## src/rtl/transfer_scheduler_pkg.sv

```systemverilog
// Shared frame geometry, field widths and FSM state type for the transfer scheduler.
package transfer_scheduler_pkg;

    localparam int unsigned COL_LEN   = 640;
    localparam int unsigned ROW_COUNT = 480;
    localparam int unsigned PIX_W     = 12;
    localparam int unsigned ADDR_W    = 19;
    localparam int unsigned ROW_W     = 9;
    localparam int unsigned COL_W     = 10;

    typedef enum logic [1:0] {
        StIdle,
        StRun,
        StDrain
    } state_e;

endpackage

```

## src/rtl/transfer_scheduler_rr_arbiter.sv

```systemverilog
// Round-robin arbiter: one-hot grant searching upward from the lane after the last grant.
module rr_arbiter #(
    parameter int unsigned NUM_LANES = 4
) (
    input  logic                 Clock,
    input  logic                 nReset,
    input  logic [NUM_LANES-1:0] req,
    input  logic                 advance,
    output logic [NUM_LANES-1:0] grant
);

    localparam int unsigned IDX_W = (NUM_LANES > 1) ? $clog2(NUM_LANES) : 1;

    logic [IDX_W-1:0] ptr_q;
    logic [IDX_W-1:0] ptr_d;

    always_comb begin
        int unsigned idx;
        idx   = 0;
        grant = '0;
        ptr_d = ptr_q;
        for (int unsigned k = 0; k < NUM_LANES; k++) begin
            idx = 32'(ptr_q) + k;
            if (idx >= NUM_LANES) begin
                idx = idx - NUM_LANES;
            end
            if (grant == '0 && req[IDX_W'(idx)]) begin
                grant[IDX_W'(idx)] = 1'b1;
                ptr_d = (idx + 1 == NUM_LANES) ? '0 : IDX_W'(idx + 1);
            end
        end
    end

    // Pointer holds when nothing is granted so idle cycles do not skew fairness.
    always_ff @(posedge Clock or negedge nReset) begin
        if (!nReset) begin
            ptr_q <= '0;
        end else if (advance) begin
            ptr_q <= ptr_d;
        end
    end

endmodule

```

## src/rtl/transfer_scheduler.sv

```systemverilog
// Frame readout sequencer: hands rows to transfer lanes and shares one frame-buffer read port.
module transfer_scheduler #(
    parameter int unsigned NUM_LANES = 4,
    parameter int unsigned COL_LEN   = transfer_scheduler_pkg::COL_LEN,
    parameter int unsigned ROW_COUNT = transfer_scheduler_pkg::ROW_COUNT,
    parameter int unsigned PIX_W     = transfer_scheduler_pkg::PIX_W,
    parameter int unsigned ADDR_W    = transfer_scheduler_pkg::ADDR_W
) (
    input  logic                                              Clock,
    input  logic                                              nReset,
    input  logic                                              start,
    output logic                                              busy,
    output logic                                              done,
    input  logic [NUM_LANES-1:0]                              lane_ready,
    output logic [NUM_LANES-1:0]                              lane_active,
    output logic [NUM_LANES*transfer_scheduler_pkg::ROW_W-1:0] lane_row,
    output logic                                              mem_en,
    output logic [ADDR_W-1:0]                                 mem_addr,
    input  logic [PIX_W-1:0]                                  mem_data,
    output logic [PIX_W-1:0]                                  pixel_data,
    output logic [NUM_LANES-1:0]                              pixel_valid,
    output logic [transfer_scheduler_pkg::ROW_W-1:0]          pixel_row,
    output logic [transfer_scheduler_pkg::COL_W-1:0]          pixel_col
);

    import transfer_scheduler_pkg::*;

    localparam int unsigned IDX_W      = (NUM_LANES > 1) ? $clog2(NUM_LANES) : 1;
    localparam int unsigned FIRST_ROWS = (NUM_LANES < ROW_COUNT) ? NUM_LANES : ROW_COUNT;
    localparam logic [ROW_W:0]      ROW_LIMIT  = (ROW_W + 1)'(ROW_COUNT);
    localparam logic [COL_W-1:0]    COL_LAST   = COL_W'(COL_LEN - 1);
    localparam logic [ADDR_W-1:0]   ROW_STRIDE = ADDR_W'(COL_LEN);

    state_e                state_q;
    logic                  busy_q;
    logic                  done_q;
    logic                  mem_en_q;
    logic [ADDR_W-1:0]     mem_addr_q;
    logic [NUM_LANES-1:0]  active_q;
    logic [NUM_LANES-1:0]  grant_q;
    logic [NUM_LANES-1:0]  pixel_valid_q;
    logic [ROW_W-1:0]      row_q  [NUM_LANES];
    logic [COL_W-1:0]      col_q  [NUM_LANES];
    logic [ADDR_W-1:0]     base_q [NUM_LANES];
    logic [ROW_W:0]        next_row_q;
    logic [ADDR_W-1:0]     next_base_q;
    logic [ROW_W-1:0]      iss_row_q;
    logic [COL_W-1:0]      iss_col_q;
    logic [ROW_W-1:0]      pixel_row_q;
    logic [COL_W-1:0]      pixel_col_q;

    logic [NUM_LANES-1:0]  req;
    logic [NUM_LANES-1:0]  grant;
    logic [IDX_W-1:0]      gidx;
    logic                  running;
    logic                  any_grant;
    logic                  row_done;
    logic                  refill;
    logic                  last_read;

    assign running = (state_q == StRun);
    assign req     = running ? (active_q & lane_ready) : '0;

    rr_arbiter #(
        .NUM_LANES (NUM_LANES)
    ) u_arb (
        .Clock   (Clock),
        .nReset  (nReset),
        .req     (req),
        .advance (running),
        .grant   (grant)
    );

    always_comb begin
        gidx = '0;
        for (int unsigned i = 0; i < NUM_LANES; i++) begin
            if (grant[i]) begin
                gidx = IDX_W'(i);
            end
        end
    end

    assign any_grant = |grant;
    assign row_done  = (col_q[gidx] == COL_LAST);
    assign refill    = (next_row_q < ROW_LIMIT);
    // Final read: the granted lane finishes its row, no rows remain, no other lane holds one.
    assign last_read = any_grant && row_done && !refill && ((active_q & ~grant) == '0);

    always_ff @(posedge Clock or negedge nReset) begin
        if (!nReset) begin
            state_q       <= StIdle;
            busy_q        <= 1'b0;
            done_q        <= 1'b0;
            mem_en_q      <= 1'b0;
            mem_addr_q    <= '0;
            active_q      <= '0;
            grant_q       <= '0;
            pixel_valid_q <= '0;
            next_row_q    <= '0;
            next_base_q   <= '0;
            iss_row_q     <= '0;
            iss_col_q     <= '0;
            pixel_row_q   <= '0;
            pixel_col_q   <= '0;
            for (int unsigned i = 0; i < NUM_LANES; i++) begin
                row_q[i]  <= '0;
                col_q[i]  <= '0;
                base_q[i] <= '0;
            end
        end else begin
            done_q        <= 1'b0;
            mem_en_q      <= 1'b0;
            pixel_valid_q <= mem_en_q ? grant_q : '0;
            if (mem_en_q) begin
                pixel_row_q <= iss_row_q;
                pixel_col_q <= iss_col_q;
            end
            if (done_q) begin
                busy_q <= 1'b0;
            end

            case (state_q)
                StIdle: begin
                    if (start && !busy_q) begin
                        for (int unsigned i = 0; i < NUM_LANES; i++) begin
                            active_q[i] <= (i < ROW_COUNT);
                            row_q[i]    <= ROW_W'(i);
                            col_q[i]    <= '0;
                            base_q[i]   <= ADDR_W'(i * COL_LEN);
                        end
                        next_row_q  <= (ROW_W + 1)'(FIRST_ROWS);
                        next_base_q <= ADDR_W'(FIRST_ROWS * COL_LEN);
                        busy_q      <= 1'b1;
                        state_q     <= StRun;
                    end
                end
                StRun: begin
                    if (any_grant) begin
                        mem_en_q   <= 1'b1;
                        mem_addr_q <= base_q[gidx] + ADDR_W'(col_q[gidx]);
                        grant_q    <= grant;
                        iss_row_q  <= row_q[gidx];
                        iss_col_q  <= col_q[gidx];
                        if (row_done) begin
                            col_q[gidx] <= '0;
                            // next_base tracks next_row*COL_LEN so no multiplier is needed.
                            if (refill) begin
                                row_q[gidx]  <= next_row_q[ROW_W-1:0];
                                base_q[gidx] <= next_base_q;
                                next_row_q   <= next_row_q + (ROW_W + 1)'(1);
                                next_base_q  <= next_base_q + ROW_STRIDE;
                            end else begin
                                active_q[gidx] <= 1'b0;
                            end
                        end else begin
                            col_q[gidx] <= col_q[gidx] + COL_W'(1);
                        end
                        if (last_read) begin
                            state_q <= StDrain;
                        end
                    end
                end
                StDrain: begin
                    done_q  <= 1'b1;
                    state_q <= StIdle;
                end
                default: state_q <= StIdle;
            endcase
        end
    end

    always_comb begin
        lane_row = '0;
        for (int unsigned i = 0; i < NUM_LANES; i++) begin
            lane_row[i*ROW_W +: ROW_W] = row_q[i];
        end
    end

    assign busy        = busy_q;
    assign done        = done_q;
    assign lane_active = active_q;
    assign mem_en      = mem_en_q;
    assign mem_addr    = mem_addr_q;
    assign pixel_data  = mem_data;
    assign pixel_valid = pixel_valid_q;
    assign pixel_row   = pixel_row_q;
    assign pixel_col   = pixel_col_q;

endmodule

```

## config.mk

```make
export PLATFORM = sky130hd
export DESIGN_NAME = transfer_scheduler
export DESIGN_NICKNAME = d
export VERILOG_FILES = /design/src/rtl/transfer_scheduler_pkg.sv /design/src/rtl/transfer_scheduler_rr_arbiter.sv /design/src/rtl/transfer_scheduler.sv
export SDC_FILE = /design/constraint.sdc
export NUM_CORES = 1
export LEC_CHECK = 0
export CAP_MARGIN = 30
export CORE_MARGIN = 2
export CORE_UTILIZATION = 40
export CTS_CLUSTER_DIAMETER = 150
export CTS_CLUSTER_SIZE = 40
export DETAILED_ROUTE_END_ITERATION = 7
export DONT_BUFFER_PORTS = 1
export PLACE_DENSITY = 0.52
export SYNTH_ARGS = -nofsm -noshare
export SYNTH_HDL_FRONTEND = slang
export SYNTH_SLANG_ARGS = --single-unit
export TNS_END_PERCENT = 20
```

## constraint.sdc

```tcl
create_clock -name Clock -period 7.52 [get_ports Clock]
set_input_delay 0.376 -clock Clock [delete_from_list [all_inputs] [get_ports Clock]]
set_output_delay 0.376 -clock Clock [all_outputs]
set_load 0.01 [all_outputs]
```

**After elaboration in Yosys (flattened, before gate mapping)**

Index checks and enable logic that the tools add are counted.
W data, S select, Z words.

- Register bits: 257
- Input port bits: 19
- Output and inout bits: 97
- Logic and storage cells: 208

- $add $sub $neg: 15
- $lt $le $gt $ge: 17
- Eq/ne operators: 13
- Muxes and demuxes: 96
- Bitwise logic cells: 11
- Reductions and logical operators: 29

Operator list:

| operator | number |
|---|---|
| $mux W76 | 4 |
| $pmux W76 S2 | 1 |
| $mux W36 | 4 |
| $mux W19 | 7 |
| $add A32 B1 Y32 const B | 4 |
| $eq A32 B3 Y1 const B | 4 |
| $mux W32 | 4 |
| $mux W40 | 3 |
| $ge A32 B3 Y1 const B | 3 |
| $sub A32 B3 Y32 const B | 3 |
| $pmux W40 S2 | 1 |
| $bwmux W76 | 1 |
| $pmux W36 S2 | 1 |
| $mux W10 | 7 |
| $and A40 B40 Y40 | 1 |
| $bwmux W40 | 1 |
| $mux W4 | 10 |
| $not A40 Y40 | 1 |
| $bmux W19 S2 | 1 |
| $demux W19 S2 | 1 |
| $pmux W19 S2 | 1 |
| $bwmux W36 | 1 |
| $mux W9 | 3 |
| $mux W2 | 13 |
| 41 further kinds | 101 |

**Logic depth before layout (Yosys ltp)**

Gate-level depths: netlist (run 1).

- Word-level depth: 30
- Depth in mapped cells: 24
- Gate-level depth less buffers: 19

**Cells and area by module**

Synthesis (run 1) repeated with hierarchy kept, for this count alone.

- Cell total of the unflattened synthesis: 1191
- Area total of the unflattened synthesis: 11491.0 µm²

By module, submodules not included:

| module | times used | cells each | area an instance (µm²) | seq. area each (µm²) |
|---|---|---|---|---|
| transfer_scheduler | 1 | 1119 | 10767.8 | 5605.4 |
| rr_arbiter | 1 | 72 | 723.2 | 50.0 |

**Least setup slack after synthesis (run 1)**

Ideal clock, no wire load.

- Kind: register to register
- Start: register u_arb.ptr_q[0]
- End: register mem_addr_q[12], in the netlist mem_addr[12]
- Setup time: 0.082 ns
- Arrival time: 5.298 ns
- Data required time: 7.438 ns
- Setup slack: 2.140 ns
- Stages on the path, launching flop included: 22
- Path buffers: 6
- Clock period less this slack: 5.380 ns
- Cell sequence: dfrtp_1 -> buf_2 -> inv_1 -> ha_1 -> or2_2 -> o22a_1 -> nand2_1 -> buf_2 -> nand2_1 -> a31o_1 -> buf_2 -> nor2_2 -> clkbuf_1 -> clkbuf_1 -> clkbuf_1 -> a21oi_1 -> ha_1 -> and3_1 -> or4b_4 -> and3_4 -> or4_1 -> a31oi_1

- Longest elaborated chain between the ends: 24
- Elaborated cells between the ends (all ways): 69
- Classes of those cells: add/sub: 8; order compare: 12; mux: 33; bitwise: 4; reduce/logical: 12

RTL lines:

| element | RTL line | text |
|---|---|---|
| from (decl) | transfer_scheduler_rr_arbiter.sv:14 | `logic [IDX_W-1:0] ptr_q;` |
| from (signal assigned) | transfer_scheduler_rr_arbiter.sv:39 | `ptr_q <= ptr_d;` |
| parallel branches: the longest is 15 deep, another holds $sub A32 B3 Y32 | - |  |
| $mux W4 (*) | transfer_scheduler_rr_arbiter.sv:27 | `if (grant == '0 && req[IDX_W'(idx)]) begin` |
| $mux W1 | transfer_scheduler.sv:77 | `if (grant[i]) begin` |
| $mux W2 (2 in series) | transfer_scheduler.sv:77 |  |
| $not A2 Y3 (not written as such) | transfer_scheduler.sv:140 | `mem_addr_q <= base_q[gidx] + ADDR_W'(col_q[gidx]);` |
| $bmux W19 S2 / $bmux W10 S2 (equally long branches) | transfer_scheduler.sv:140 |  |
| $mux W19 (not written as such) / $mux W10 (equally long branches) (2 in series) | transfer_scheduler.sv:140 |  |
| $add A19 B10 Y19 | transfer_scheduler.sv:140 |  |
| to (signal assigned) | transfer_scheduler.sv:140 |  |
| to (decl) | transfer_scheduler.sv:38 | `logic [ADDR_W-1:0] mem_addr_q;` |

Every way passes the cells marked *. The select of a mux whose other input is x is not followed.
A chain may end at the register's enable or synchronous reset.

**Worst setup path after layout (run 1)**

Same ends and word-level chain as after synthesis.

==> results of run 1 <==
## sequential cells by signal, summed over array words and instances, names as in the netlist, 10 cells and up
| signal | count |
|---|---|
| base_q | 52 |
| col_q | 40 |
| iss_col_q | 10 |
| lane_row | 36 |
| mem_addr | 19 |
| next_base_q | 12 |
| next_row_q | 10 |
| pixel_col | 10 |
## per-stage QoR
stage | setup slack (ns) | hold slack (ns)
2_1_floorplan | 2.14 | 0.0804
5_1_grt | 0.485 | 0.0597
6_report | 1.10 | -0.0851
3_5_place_dp | 1.19 | 0.0986
4_1_cts | 1.14 | 0.0629
3_3_place_gp | 1.31 | 0.0988
## critical path, cell delays in order (launching register included)
cell	delay, ns
dfrtp_1	0.68
inv_1	0.19
ha_1	0.42
nand2b_1	0.15
o22a_1	0.20
nand2_1	0.25
a32o_1	0.40
o21bai_1	0.59
and2_4	0.53
nor2_1	0.18
a222oi_1	0.76
inv_1	0.16
ha_1	0.40
nand2_1	0.10
or4b_4	0.50
and3_4	0.19
or4_1	0.46
a31oi_1	0.16
## routing by layer
| metal | global-route usage (%) | share of wire, % | vias up | wire length [um] |
|---|---|---|---|---|
| met5 | 0 | 0 | - | 0 |
| met4 | 4.87 | 1.9 | 0 | 671 |
| met3 | 3.37 | 5.8 | 44 | 2000 |
| met2 | 36.2 | 46 | 284 | 16000 |
| met1 | 33.7 | 46 | 4569 | 16000 |
| li1 | - | - | 4297 | - |
## report_power, final
| part | internal [mW] | leakage (nW) | switching, mW | total (mW) |
|---|---|---|---|---|
| clock | 0.234 | 0.125 | 0.390 | 0.625 |
| combinational | 0.00145 | 2.08 | 0.0232 | 0.0246 |
| sequential | 1.22 | 3.14 | 0 | 1.22 |
| total | 1.45 | 5.35 | 0.414 | 1.86 |
## cells by family after synthesis
group	Yosys count	synth area share, %
adders and majority gates	22	2.35
muxes	24	2.51
and+or+nand+nor	416	17.6
xor gates and xnor gates	21	1.58
AOI/OAI and AO/OA	384	22.2
buffers and inverters	129	5.10
DFF	226	48.7
## worst min path at each step
stage	from	end	slack [ns]	cells past startpoint
2_1_floorplan	nReset	base_q[10]	0.08	0
3_3_place_gp	nReset	pixel_col[3]	0.1	0
3_5_place_dp	nReset	pixel_col[3]	0.1	0
4_1_cts	nReset	pixel_col[3]	0.06	1
5_1_grt	nReset	pixel_col[3]	0.06	1
6_report	nReset	pixel_col[3]	-0.09	1
## repair_timing
| action | CTS | global route |
|---|---|---|
| hold buffers | 1 | 0 |
| endpoints found under the hold margin | 226 | 0 |
| setup endpoints to repair | 0 | 0 |
## final cells by class
class | count | area share [%]
inverters | 33 | 1.02
flip-flops and latches | 226 | 46.5
clock buffers | 10 | 1.96
multi-input cells | 867 | 44.4
clock inverters | 1 | 0.134
well taps | 384 | 3.95
repair buffers | 27 | 2.10
## placed cells by master (no fill, tap or decap), types with 5 or more instances in the layout
| master | Yosys | layout |
|---|---|---|
| a21o_1 | 6 | 6 |
| a21oi_1 | 40 | 39 |
| a221o_1 | 8 | 8 |
| a221oi_1 | 5 | 5 |
| a222oi_1 | 5 | 5 |
| a22o_1 | 7 | 7 |
| a22oi_1 | 8 | 8 |
| a31oi_1 | 11 | 11 |
| a32o_1 | 11 | 11 |
| and2_1 | 12 | 12 |
| and3_1 | 7 | 7 |
| buf_4 | 13 | 24 |
| clkbuf_16 | 0 | 9 |
| dfrtp_1 | 226 | 226 |
| ha_1 | 21 | 21 |
| inv_1 | 33 | 32 |
| mux2_2 | 21 | 21 |
| nand2_1 | 157 | 157 |
| nand2b_1 | 16 | 16 |
| nand3_1 | 44 | 44 |
| nand3b_1 | 7 | 7 |
| nand4_1 | 5 | 5 |
| nor2_1 | 104 | 104 |
| nor3_1 | 9 | 8 |
| o211ai_1 | 46 | 46 |
| o21a_1 | 6 | 6 |
| o21ai_0 | 140 | 140 |
| o21ai_1 | 8 | 7 |
| o22ai_1 | 15 | 15 |
| o31a_1 | 5 | 5 |
| o31ai_1 | 14 | 14 |
| or2_1 | 5 | 5 |
| or3_1 | 11 | 10 |
| or4_1 | 9 | 9 |
| xnor2_1 | 7 | 7 |
| xor2_1 | 14 | 14 |
==> impl_results.md, run 1 <==
* Core Rows at 62
* Sink Count at roughly 230
* Crit path max fanout at 26
* Setup Buffers After CTS at 0
* Ant. Diodes at 0
* Register Area at 5660 sq um
* Clk slew on worst S/H paths at around 0.15 ns
* Count leader, synth: dfrtp_1
* Via count at 9,194
* CTS Root Cell: clkbuf_16
* Final period utilization at a little under nine tenths
* Min cycle time layout at between 6 and 7 ns
* WL/cell at around 22 um
* Overall power at ~1.9 mW
* Leak Pwr at ~5.3 nW
* Layout area overhead at 4.74%
* Number of cells on the worst reg-to-reg path at 17
* Largest net degree at the start of global routing at 227
* Filler cells at 2,831
* Area leader, netlist: dfrtp_1
* Synth Instances at 1,222
* Post-place instance area at 11,900 sq um
* CP arrival at 6.85 ns
* R2R Path Start: u_arb.ptr_q[0]
* Hold Slack at -0.0851 ns
* Final Hold Fails at between 50 and 60
* PostCTS Resize Cnt at 0
* Synth warn at 0
* EDFF count, synth at 0
* Critical Path Start Type: flip-flop
* Netlist cell types at 89
* Critical path class: reg -> reg
* Failing checks: negative hold slack
* CTS Buf Count at 9
* Multi-input combinational cell area at 5400 sq um
* Synth Area per Inst at 9.51 sq um
* Peak supply drop at 134 uV
* Pwr Density at about 150 nW/um^2
* Element type at the critical path end: flip-flop
* RD Place Congestion at around 0.87
* Post-Layout Cell Count at between 1,500 and 2,000
* CTS tree: built
* Netlist Area Pre-Place at roughly 12,000 sq um
* Clk_lat worst skew at about 0.50 ns
* Sum of negative setup slack at 0 ns
* Die X at ~170 um
* First-pass GRT wire length at 54,700 um
* Input/output buffers at 0
* Overall fraction of global-route tracks in use at a little under a quarter
* Clk buf depth at 3
* Core box area at ~29,000 sq um
* Slew HR at between 10% and 20%
* MaxCap Viol Count at 0
* Worst slew pin tran at approximately 1.3 ns
* Reg-to-Reg End: mem_addr[12]
* DP Cell Count at roughly 1,500
* Unrepaired setup endpoints after global routing: no
* Status: complete, but fails checks
* Iter 0 DRT Violations at 848
* Worst setup path end: mem_addr[12]
* Ports at between 100 and 150
* Synth async-reset ratio at 100%
* Vias in the first global route at just under 9,000
* Register area share after synthesis at just under 50%
* Main flop type after synthesis: dfrtp_1
* Routed Antenna Nets at 0
* Fin util at a little over two fifths
* Crit path launch: u_arb.ptr_q[0]
* Vias/cell at approximately 5.9
* H-tree levels at 1
* Final Skew at approximately 0.021 ns
* Die H at between 150 and 200 um
* Synth cell count leaders: 226 x dfrtp_1, 157 x nand2_1, 140 x o21ai_0, 104 x nor2_1, 54 x clkbuf_1
* GRT overflow at 0
* Initial antenna violation count at 0
* Critical path required time at just under 8 ns
* Routed wire length at approximately 35,000 um
* Cell area after layout at between 10,000 and 15,000 sq um
* Setup Viol. Count Final at 0
* Fin nets at between 1,000 and 1,500
* Remaining DRCs at 0
* TritonRoute pass-1 iters at 8
* Hold Crit Class: in -> async
* Final Max Slew Viols at 0
* Flop2flop setup slack at 1.10 ns
* Initial cell density of the core at approximately 41%
* Syn_nets at 1,262
* Die area at 30,400 sq um
* Share of the synthesized area in the top cell type at between 40% and 50%
* #FFs+latches synth at 226
* Post-DP HPWL at between 20,000 and 25,000 um
* Top cells by area, synth: dfrtp_1 49%, o21ai_0 6.0%, nand2_1 5.1%
* Fmax at 156 MHz
* Layout cell share with drive strength beyond 1 at between 8 and 9%
(Power assumes the default switching activity.)
==> inputs of run 2 (changes only) <==
RECOVER_POWER = 100   (was unset)
==> impl_results.md, run 2 (synthesis gave the netlist of run 1 again) <==
* Core Rows at 62 (unchanged)
* Leak Pwr at 5.31 nW (-0.78%)
* Vias/cell at 5.92 (-0.26%)
* Critical path's top delay family: simple AND/OR/NAND/NOR gates
* Via count at 9,170 (-0.26%)
* Post-place instance area at 11,900 sq um (unchanged)
* Final Skew at 0.0246 ns (+0.00318 ns)
* Most common cell after layout, fill and taps aside: dfrtp_1
* Ant. Diodes at 0 (unchanged)
* P_sw at 0.412 mW (-0.51%)
* Number of cells on the worst reg-to-reg path at 18 (+1)
* Routed Antenna Nets at 0 (unchanged)
* H-tree levels at 1 (unchanged)
* RD Place Congestion at 0.871 (unchanged)
* Proportion of power drawn by the clock network at 33.4% (about the same)
* Min cycle time layout at 6.73 ns (+0.307 ns)
* Layout area overhead at 3.90%
* Sum of negative setup slack at 0 ns (unchanged)
* MaxCap Viol Count at 2 (+2)
* Share of power burned in registers at 65.3% (about the same)
* Largest net degree at the start of global routing at 227 (unchanged)
* Routed wire length at 34,700 um (about the same)
* Failing checks: max-capacitance violations, max-slew violations
* PostCTS Resize Cnt at 0 (unchanged)
* Element type at the critical path end: flip-flop
* Critical Path Stages at 18 (+1)
* CTS Buf Count at 9 (unchanged)
* CTS tree: built
* Worst slew pin tran at 5.76 ns (+4.47 ns)
* Bufs and invs on worst path at 2 (unchanged)
* Fmax at 149 MHz (-4.6%)
* Critical path required time at 7.95 ns (about the same)
* Final period utilization at 89.4% (+4.1 points)
* Flop2flop setup slack at 0.79 ns (-0.31 ns)
* Fin nets at 1,204 (unchanged)
* Unrepaired setup endpoints after global routing: no
* Pwr Density at 154 nW/um^2 (+0.65%)
* Overall fraction of global-route tracks in use at 23.0% (unchanged)
* Post-DP HPWL at 23,500 um (unchanged)
* Reg-to-Reg End: mem_addr[12]
* Clk buf depth at 3 (unchanged)
* Die H at 174 um (unchanged)
* Slew HR at -284% (-300 points)
* Critical path class: reg -> reg
* Crit path max fanout at 17 (-35%)
* Initial antenna violation count at 0 (unchanged)
* Most frequent cells in the layout: 226 x dfrtp_1, 157 x nand2_1, 146 x o21ai_0
* CTS Root Cell: clkbuf_16
* Die area at 30,400 sq um (unchanged)
* Sw Ratio at 22.1% (-0.077 points)
* Max incr delay on CP at 0.72 ns (-0.04 ns)
* Hold Crit Class: in -> reg
* Clk slew on worst S/H paths at 0.15 ns (about the same)
* Ports at 116 (unchanged)
* CP Cell Sequence: inv_1 > ha_1 > nand2b_1 > o22a_1 > nand2_1 > a32o_1 > a31o_1 > or4_1 > a21oi_1 > buf_4 > a22oi_2 > ha_1 > o21a_1 > nor2_1 > or4b_2 > and3_1 > or4_1 > a31oi_1
* Internal power at 1.45 mW (about the same)
* Remaining DRCs at 0 (unchanged)
* Max reg flops at 52 (unchanged)
* Final Max Slew Viols at 299 (+299)
* Die X at 174 um (unchanged)
* Cell area after layout at 12,100 sq um (-0.80%)
* Clk_lat worst skew at 0.50 ns (about the same)
* Overall power at 1.86 mW (-0.16%)
* Combinational power share at 1.3% (about the same)
* R2R Path Start: u_arb.ptr_q[0]
* Peak supply drop at 133 uV (-0.99%)
* Initial cell density of the core at 40.6% (unchanged)
* TritonRoute pass-1 iters at 7 (-1)
* Iter 0 DRT Violations at 853 (+0.59%)
* Layout cell share with drive strength beyond 1 at 7.39% (-0.86 points)
* Crit path launch: u_arb.ptr_q[0]
* Final Hold Fails at 0 (-100%)
* Input/output buffers at 0 (unchanged)
* WL/cell at 22.4 um (about the same)
* Core box area at 28,600 sq um (unchanged)
* GRT overflow at 0 (unchanged)
* Sink Count at 226 (unchanged)
* Critical Path Start Type: flip-flop
* Setup Viol. Count Final at 0 (unchanged)
* Vias in the first global route at 8,828 (unchanged)
* CP arrival at 7.15 ns (+0.30 ns)
* Worst setup path end: mem_addr[12]
* Max stage delay cell, worst path: or4b_2
* First-pass GRT wire length at 54,700 um (unchanged)
* Status: complete, but fails checks
* Top reg by flops: base_q
## run 2: cell types whose count changed in the layout (fill, tap and decap cells not counted), sizes merged
| cell | previous run | this run |
|---|---|---|
| buf | 27 | 20 |
| clkbuf | 10 | 17 |
## run 2: what timing repair did
action | CTS | global route
hold buffers | 1 | 0
setup buffers | 0 | 0
hold endpoints to repair | 226 | 0
## run 2: worst min path at each step
stage / start / end / slack [ns] / depth (start not counted)
5_1_grt: start / state_q[1] / 0.27 / 4
3_5_place_dp: nReset / pixel_col[3] / 0.1 / 0
3_3_place_gp: nReset / pixel_col[3] / 0.1 / 0
4_1_cts: nReset / pixel_col[3] / 0.06 / 1
2_1_floorplan: nReset / base_q[10] / 0.08 / 0
6_report: start / state_q[1] / 0.23 / 4
## run 2: area by class of cell
| type | count | area, sq um |
|---|---|---|
| Clock inverter | 1 | 16.3 |
| Inverter | 33 | 124 |
| Tap cell | 384 | 480 |
| Clock buffer | 10 | 239 |
| Timing Repair Buffer | 27 | 193 |
| Sequential cell | 226 | 5660 |
| Fill cell | 2846 | 16600 |
| Multi-Input combinational cell | 867 | 5360 |
## run 2: worst reg2reg max path, delay by kind of cell (launching register included)
kind                       cells  cell delay [ns]
DFF                            1             0.67
buffers and inverters          2             0.58
AOI/OAI and AO/OA              7             2.12
and+or+nand+nor                7             2.42
adders and majority gates      2             0.88
## run 2: through the flow
step | hold slack [ns] | std cells | utilization [%] | setup WS, ns
4_1_cts | 0.0629 | 1548 | 42.5 | 1.14
3_5_place_dp | 0.0986 | 1536 | 41.5 | 1.19
5_1_grt | 0.273 | 1548 | 42.2 | 0.259
3_3_place_gp | 0.0988 | 1535 | 41.4 | 1.31
6_report | 0.234 | 1548 | 42.2 | 0.794
2_1_floorplan | 0.0804 | 1222 | - | 2.14
## run 2: per-layer routing
metal | track usage (%) | part of all wire (%)
met1 | 33.7 | 46
met2 | 36.2 | 46
met3 | 3.37 | 5.5
met5 | 0 | 0
met4 | 4.87 | 1.9
## run 2: power groups by stage
stage | logic, mW | clock network, mW | registers, mW
after detailed placement | 0.0000118 | 0 | 1.24
after global routing | 0.0284 | 0.685 | 1.22
after CTS | 0.0270 | 0.645 | 1.22
final | 0.0233 | 0.622 | 1.22
after floorplan | 0.00659 | 0 | 1.24
after global placement | 0.0000118 | 0 | 1.24
